[src/rtl/clock_pkg.sv]
// Shared BCD types, limits and increment helpers for the clock time counter.
package clock_pkg;
  typedef logic [7:0] bcd8_t;

  localparam bcd8_t BCD59 = 8'h59;
  localparam bcd8_t BCD23 = 8'h23;
  localparam bcd8_t BCD12 = 8'h12;
  localparam bcd8_t BCD11 = 8'h11;

  // Next value of a 00..lim BCD pair; the limit and any invalid code go to 00.
  function automatic bcd8_t bcd_next(bcd8_t v, bcd8_t lim);
    if (v[3:0] > 4'd9 || v >= lim) return 8'h00;
    if (v[3:0] == 4'd9)            return {v[7:4] + 4'd1, 4'h0};
    return {v[7:4], v[3:0] + 4'd1};
  endfunction

  // 12 h sequence 12,01..11,12. 00 is not a legal 12 h code, so invalid
  // codes land on 12 instead of 00 to keep the counter from sticking.
  function automatic bcd8_t hour12_next(bcd8_t v);
    if (v == BCD12)                                   return 8'h01;
    if (v[3:0] > 4'd9 || v > BCD12 || v == 8'h00)    return BCD12;
    if (v[3:0] == 4'd9)                               return {v[7:4] + 4'd1, 4'h0};
    return {v[7:4], v[3:0] + 4'd1};
  endfunction
endpackage

[src/rtl/bcd_mod60.sv]
// Mod-60 BCD counter with synchronous clear; used for seconds and minutes.
module bcd_mod60
  import clock_pkg::*;
(
  input  logic  clk,
  input  logic  rst,
  input  logic  inc,
  input  logic  clr,
  output bcd8_t q,
  output logic  carry
);
  assign carry = inc && (q == BCD59);

  always_ff @(posedge clk or negedge rst) begin
    if (!rst)     q <= 8'h00;
    else if (clr) q <= 8'h00;
    else if (inc) q <= bcd_next(q, BCD59);
  end
endmodule

[src/rtl/clock_time_counter.sv]
// Prescaler, 2 Hz / 1 Hz generation and BCD h:m:s timekeeping.
// Define CLOCK_HOUR12_EN for 12 h counting with a PM flag.
module clock_time_counter
  import clock_pkg::*;
#(
  parameter int CLK_HZ = 50_000_000
) (
  input  logic  clk,
  input  logic  rst,
  input  logic  secclr,
  input  logic  mininc,
  input  logic  hourinc,
  output logic  sig2hz,
  output logic  tick1hz,
  output bcd8_t sec_bcd,
  output bcd8_t min_bcd,
  output bcd8_t hour_bcd,
  output logic  pm
);
  localparam int DIV_MAX = CLK_HZ / 4 - 1;
  localparam int DIV_W   = (DIV_MAX > 0) ? $clog2(DIV_MAX + 1) : 1;

  logic [DIV_W-1:0] div;
  logic [1:0]       q;
  logic             div_last, wrap, sec_inc;
  logic             sec_carry, min_carry, hour_carry, min_inc, hour_inc;

  assign div_last = (div == DIV_W'(DIV_MAX));
  assign wrap     = div_last && (q == 2'd3);
  // secclr restarts the second, so a coincident wrap is discarded entirely
  assign sec_inc  = wrap && !secclr;

  always_ff @(posedge clk or negedge rst) begin
    if (!rst) begin
      div     <= '0;
      q       <= '0;
      sig2hz  <= 1'b0;
      tick1hz <= 1'b0;
    end else begin
      sig2hz  <= q[0];
      tick1hz <= sec_inc;
      if (secclr) begin
        div <= '0;
        q   <= '0;
      end else if (div_last) begin
        div <= '0;
        q   <= q + 2'd1;
      end else begin
        div <= div + DIV_W'(1);
      end
    end
  end

  bcd_mod60 u_sec (
    .clk   (clk),
    .rst   (rst),
    .inc   (sec_inc),
    .clr   (secclr),
    .q     (sec_bcd),
    .carry (sec_carry)
  );

  assign min_inc = mininc || sec_carry;

  bcd_mod60 u_min (
    .clk   (clk),
    .rst   (rst),
    .inc   (min_inc),
    .clr   (1'b0),
    .q     (min_bcd),
    .carry (min_carry)
  );

  // only a carry-driven minute rollover reaches the hours
  assign hour_carry = sec_carry && min_carry;
  assign hour_inc   = hourinc || hour_carry;

`ifdef CLOCK_HOUR12_EN
  always_ff @(posedge clk or negedge rst) begin
    if (!rst) begin
      hour_bcd <= BCD12;
      pm       <= 1'b0;
    end else if (hour_inc) begin
      hour_bcd <= hour12_next(hour_bcd);
      if (hour_bcd == BCD11) pm <= ~pm;
    end
  end
`else
  always_ff @(posedge clk or negedge rst) begin
    if (!rst)          hour_bcd <= 8'h00;
    else if (hour_inc) hour_bcd <= bcd_next(hour_bcd, BCD23);
  end

  assign pm = 1'b0;
`endif
endmodule
[config.mk]
export PLATFORM = sky130hd
export DESIGN_NAME = clock_time_counter
export DESIGN_NICKNAME = d
export VERILOG_FILES = /design/src/rtl/clock_pkg.sv /design/src/rtl/bcd_mod60.sv /design/src/rtl/clock_time_counter.sv
export SDC_FILE = /design/constraint.sdc
export NUM_CORES = 1
export LEC_CHECK = 0
export ABC_CLOCK_PERIOD_IN_PS = 2350
export CAP_MARGIN = 15
export CORE_MARGIN = 8
export CORE_UTILIZATION = 46
export DETAILED_ROUTE_END_ITERATION = 8
export HOLD_SLACK_MARGIN = 0.08
export PLACE_DENSITY = 0.65
export SETUP_SLACK_MARGIN = 0.3
export SLEW_MARGIN = 20
export SYNTH_ARGS = -nofsm -noshare
export SYNTH_HDL_FRONTEND = slang
export SYNTH_SLANG_ARGS = --single-unit
[constraint.sdc]
create_clock -name clk -period 2.35 [get_ports clk]
set_input_delay 0.47 -clock clk [delete_from_list [all_inputs] [get_ports clk]]
set_output_delay 0.47 -clock clk [all_outputs]
set_load 0.005 [all_outputs]
# After elaboration in Yosys (flattened, before gate mapping)
# Index checks and enable logic that the tools add are counted.
# W data, S select, Z words.
[word_totals]
reg_bits = 52
input_bits = 5
out_inout_bits = 27
elab_cells = 85
[op_classes]
addsub = 8
order_cmp = 6
n_eq_ne = 7
n_mux = 35
reduce_logical = 19
[op_table]
columns = ["op", "n"]
rows = [
  ["$mux W8", 14],
  ["$mux W24", 2],
  ["$add A24 B1 Y24 const B", 1],
  ["$add A4 B1 Y4 const B", 6],
  ["$eq A24 B24 Y1 const B", 1],
  ["$mux W1", 17],
  ["$eq A8 B7 Y1 const B", 2],
  ["$ge A8 B7 Y1 const B", 2],
  ["$eq A4 B4 Y1 const B", 3],
  ["$gt A4 B4 Y1 const B", 3],
  ["$ge A8 B6 Y1 const B", 1],
  ["$reduce_bool A2 Y1", 4],
  ["$reduce_and A2 Y1", 3],
  ["$logic_and A1 B1 Y1", 5],
  ["$logic_or A1 B1 Y1", 5],
  ["$mux W2", 2],
  ["$reduce_bool A3 Y1", 1],
  ["$add A2 B1 Y2 const B", 1],
  ["$eq A2 B2 Y1 const B", 1],
  ["$logic_not A1 Y1", 1],
]

# Logic depth before layout (Yosys ltp)
[depth]
depth_word = 13
ltp_mapped = 8

# By module
# From an unflattened synthesis, not the netlist that was laid out.
[hier_totals]
hier_cells = 281
hier_area_um2 = 2768.9
[by_module_without_submodules]
columns = ["mod", "instances", "cells_per_inst", "area_per_inst_um2"]
rows = [
  ["clock_time_counter", 1, 195, 1895.6],
  ["bcd_mod60", 2, 43, 436.7],
]

# Least setup slack after synthesis
# Ideal clock, no wire load.
[synth_timing]
kind = "register to register"
from = "register div[0]"
to = "register u_sec.q[5]"
t_arrival_ns = 1.890
path_slack_ns = 0.382
stages_incl_launch_ff = 8
path_buffers = 1
path_cell_list = "dfrtp_1 -> ha_1 -> and4_1 -> nand4_2 -> o21ba_1 -> buf_6 -> or4_4 -> o2bb2ai_1"
[synth_between]
elab_chain_cells = 5
[synth_lines]
columns = ["element", "line_no", "source"]
rows = [
  ["start, declared", "clock_time_counter.sv:23", "logic [DIV_W-1:0] div;"],
  ["start signal, assigned", "clock_time_counter.sv:49", "div <= div + DIV_W'(1);"],
  ["$eq A24 B24 Y1", "clock_time_counter.sv:28", "assign div_last = (div == DIV_W'(DIV_MAX));"],
  ["$logic_and A1 B1 Y1", "clock_time_counter.sv:29", "assign wrap = div_last && (q == 2'd3);"],
  ["$logic_and A1 B1 Y1", "clock_time_counter.sv:31", "assign sec_inc = wrap && !secclr;"],
  ["$reduce_bool A2 Y1 (no source line)", "n/a", ""],
  ["$reduce_and A2 Y1 (no source line)", "n/a", ""],
  ["end signal, assigned", "bcd_mod60.sv:17", "else if (inc) q <= bcd_next(q, BCD59);"],
  ["end, declared", "bcd_mod60.sv:9", "output bcd8_t q,"],
]
# Every way passes these cells.
# A chain may end at the register's enable or synchronous reset.

# Worst setup path after layout
# Same ends and word-level chain as after synthesis.

==> out/qor.txt <==
Worst clock skew -> 12.9 ps
Largest net degree at the start of global routing -> 27
Finished layout cell area -> 0.00341 mm^2
Post-synth EDFFs -> 0
Post-synthesis cell count -> 297
PwrDens -> 727 mW/mm^2
Placed inst area -> 0.00325 mm^2
Ports placed on the boundary -> 32
Final hold vios -> 0
Antenna violations before repair -> 0
Yosys top cell by area -> dfrtp_1
Crit path launch -> div[0]$_DFF_PN0_
Crit path kind -> flop to flop
Die area -> 0.00896 mm^2
Clk_lat worst skew -> 300 ps
GRT Total Usage -> 14.5%
Setup total negative slack -> 0 ps
CTS root buf -> clkbuf_8
Hold slack -> 160 ps
Outcome -> complete, no violations
Critical Path AT -> 2200 ps
Area grow syn2layout -> 20.0%
Vias in the first global route -> 2224
Synth area leaders -> dfrtp_1, nor2_1, xor2_1, ha_1, o21ai_0
RSZ-0062 raised after global routing -> false
CTS H-Tree Depth -> 2
Slew HR -> 59.7%
Top cell type's share of synthesized area -> 45.7%
Remaining Overflow, GRT -> 0
Synth Net Count -> 310
Diodes inserted -> 0
Per-cell routed wire length -> 15.3 um
Max_cap viols -> 0
Die Width -> 94.6 um
Number of setup violations in the final report -> 0
TritonCTS Buffers -> 5
Leakage -> 1.46 nW
Capture point of the worst reg-to-reg path -> u_sec.q[5]$_DFFE_PN0P_
Sink Count -> 52
Average cell area after synthesis -> 9.58 um^2
Detailed Route WL -> 6.21 mm
First-pass DRT Iterations -> 5
VDD IR max -> 414 uV
TritonCTS clock tree -> yes
Final Wtd Congestion -> 0.822
HPWL after detailed placement -> 4.43 mm
Core Util, Final -> 57.3%
Die height -> 94.6 um
FF-to-FF path depth -> 6
HP Class -> input pin to asynchronous set/reset pin
Routed Antenna Nets -> 0
Slew Viols, Final -> 0
Row cnt -> 28
Register Area -> 0.00130 mm^2
Clk slew on worst S/H paths -> 100 ps
Layout cells sized above 1 -> 10.5%
Clock Tree Buf Depth -> 2
Core Area -> 0.00596 mm^2
Initial Util -> 47.8%
# DRC -> 0
Flop-to-flop setup slack -> 390 ps
Warnings, synthesis -> 0
Main synth FF type -> dfrtp_1
Synth cell types -> 55
Post-synthesis instance area -> 0.00285 mm^2
Final Critical Period -> 1960 ps
CP Launch Type -> flop
Critical Path RT -> 2590 ps
Via count -> 2337
# port buffers -> 30
R2r startpoint -> div[0]$_DFF_PN0_
Final period util -> 83.6%
First-pass GRT wire length -> 10.6 mm
Fmax -> 0.509 GHz
Worst Tran Pin Value -> 604 ps
CP Max Fanout -> 4
Vias/cell -> 5.74
Crit end category -> flop
Total Nets Final -> 344
Multi-input logic area -> 0.00149 mm^2
Ys async rst share -> 100%
Detailed Route Iter0 Violations -> 94
Fillers -> 536
Register area share after synthesis -> 45.7%
Seq cells post-synth -> 52
-- state kept, by name, summed over array words and instances (netlist names) --
name and count:
q 2, u_sec.q 8, sig2hz 1, hour_bcd 8, tick1hz 1, u_min.q 8
div 24
-- layout make-up --
| cell class | instances | area share (%) |
|---|---|---|
| clock inverters | 1 | 0.880 |
| repair buffers | 41 | 11.1 |
| clock buffers | 7 | 2.82 |
| multi-input cells | 225 | 43.7 |
| flip-flops and latches | 52 | 38.2 |
| well taps | 75 | 2.75 |
| inverters | 6 | 0.660 |
-- cells by family (layout without fill, tap and decap cells) --
kind of cell	after synthesis	in the layout	share of synthesized area, %
DFF	52	52	45.7
AOI/OAI and AO/OA	55	55	13.2
other	1	1	0.132
and+or+nand+nor	134	134	25.8
xor gates and xnor gates	24	24	7.39
buffers and inverters	20	55	3.12
muxes	3	3	1.10
adders and majority gates	8	8	3.52
-- layer usage --
layer / track usage, % / up-vias / routed length [um]
li1: - / 1135 / -
met1: 18.9 / 1149 / 2940
met2: 23.8 / 48 / 2920
met3: 2.94 / 5 / 292
met4: 4.42 / 0 / 57
met5: 0 / - / 0
-- power breakdown --
| part | leakage (nW) | internal [W] | switching (W) |
|---|---|---|---|
| Sequential | 0.707 | 0.000985 | 0.000171 |
| Combinational | 0.690 | 0.000365 | 0.000290 |
| Clock | 0.0645 | 0.000376 | 0.000294 |
| Total | 1.46 | 0.00173 | 0.000754 |
-- synthesized netlist by cell type (2+ instances only) --
| cell type | number |
|---|---|
| nor4b_1 | 2 |
| a31oi_1 | 2 |
| nor4_1 | 4 |
| ha_1 | 8 |
| a21o_1 | 2 |
| mux2i_1 | 2 |
| nand4_1 | 10 |
| nand4bb_1 | 3 |
| xor2_1 | 16 |
| nor4_2 | 2 |
| or2_2 | 3 |
| nand2_1 | 22 |
| and3_1 | 4 |
| dfrtp_1 | 52 |
| and4_1 | 5 |
| nand3_1 | 10 |
| o22ai_1 | 2 |
| o41ai_1 | 2 |
| nor2b_1 | 2 |
| o21ai_1 | 2 |
| a32o_1 | 6 |
| nor2_1 | 44 |
| nor3_1 | 6 |
| o21ai_0 | 19 |
| a21oi_1 | 5 |
| o2bb2ai_1 | 5 |
| and2_1 | 5 |
| inv_1 | 6 |
| clkbuf_1 | 9 |
| nand3b_1 | 4 |
| xnor2_1 | 8 |
| a211o_1 | 2 |
-- layout by cell type, fill, tap and decap left out, drive strengths merged, types with 6 or more instances in the layout --
cell type / n
nand3: 10
ha: 8
xor2: 16
nand4: 11
nor4: 6
clkdlybuf4s50: 29
a32o: 6
inv: 6
o21ai: 21
nand2: 22
clkbuf: 7
dfrtp: 52
nor3: 6
buf: 12
xnor2: 8
nor2: 44
-- stage by stage --
stage	std cells	setup WS (ps)	power [W]
finish	407	386	0.00248
global route	407	305	0.00265
CTS	407	302	0.00250
detailed placement	399	235	0.00182
global placement	399	255	0.00181
floorplan	297	382	0.00153
-- critical path: stages (launching register included) --
cell and delay, ps:
dfrtp_1 430, ha_4 170, and4_4 230, nand4_2 140, o21ba_2 240, or4_4 540, o2bb2ai_2 150
-- how the worst max path moves through the flow --
stage,endpoint,slack [ps]
finish,u_sec.q[5]$_DFFE_PN0P_,390
global route,u_sec.q[5]$_DFFE_PN0P_,310
CTS,u_sec.q[5]$_DFFE_PN0P_,300
detailed placement,hour_bcd[5]$_DFFE_PN0P_,230
global placement,hour_bcd[5]$_DFFE_PN0P_,250
floorplan,u_sec.q[5]$_DFFE_PN0P_,380
-- what timing repair did --
| item | in CTS | in global routing |
|---|---|---|
| pin swaps | 0 | 3 |
| cloned | 0 | 0 |
| setup buffers | 0 | 0 |
| hold buffers | 0 | 0 |
| endpoints found under the hold margin | 0 | 0 |
| setup endpoints to repair | 1 | 32 |
| gates resized for setup | 2 | 8 |
(Power assumes the default switching activity.)
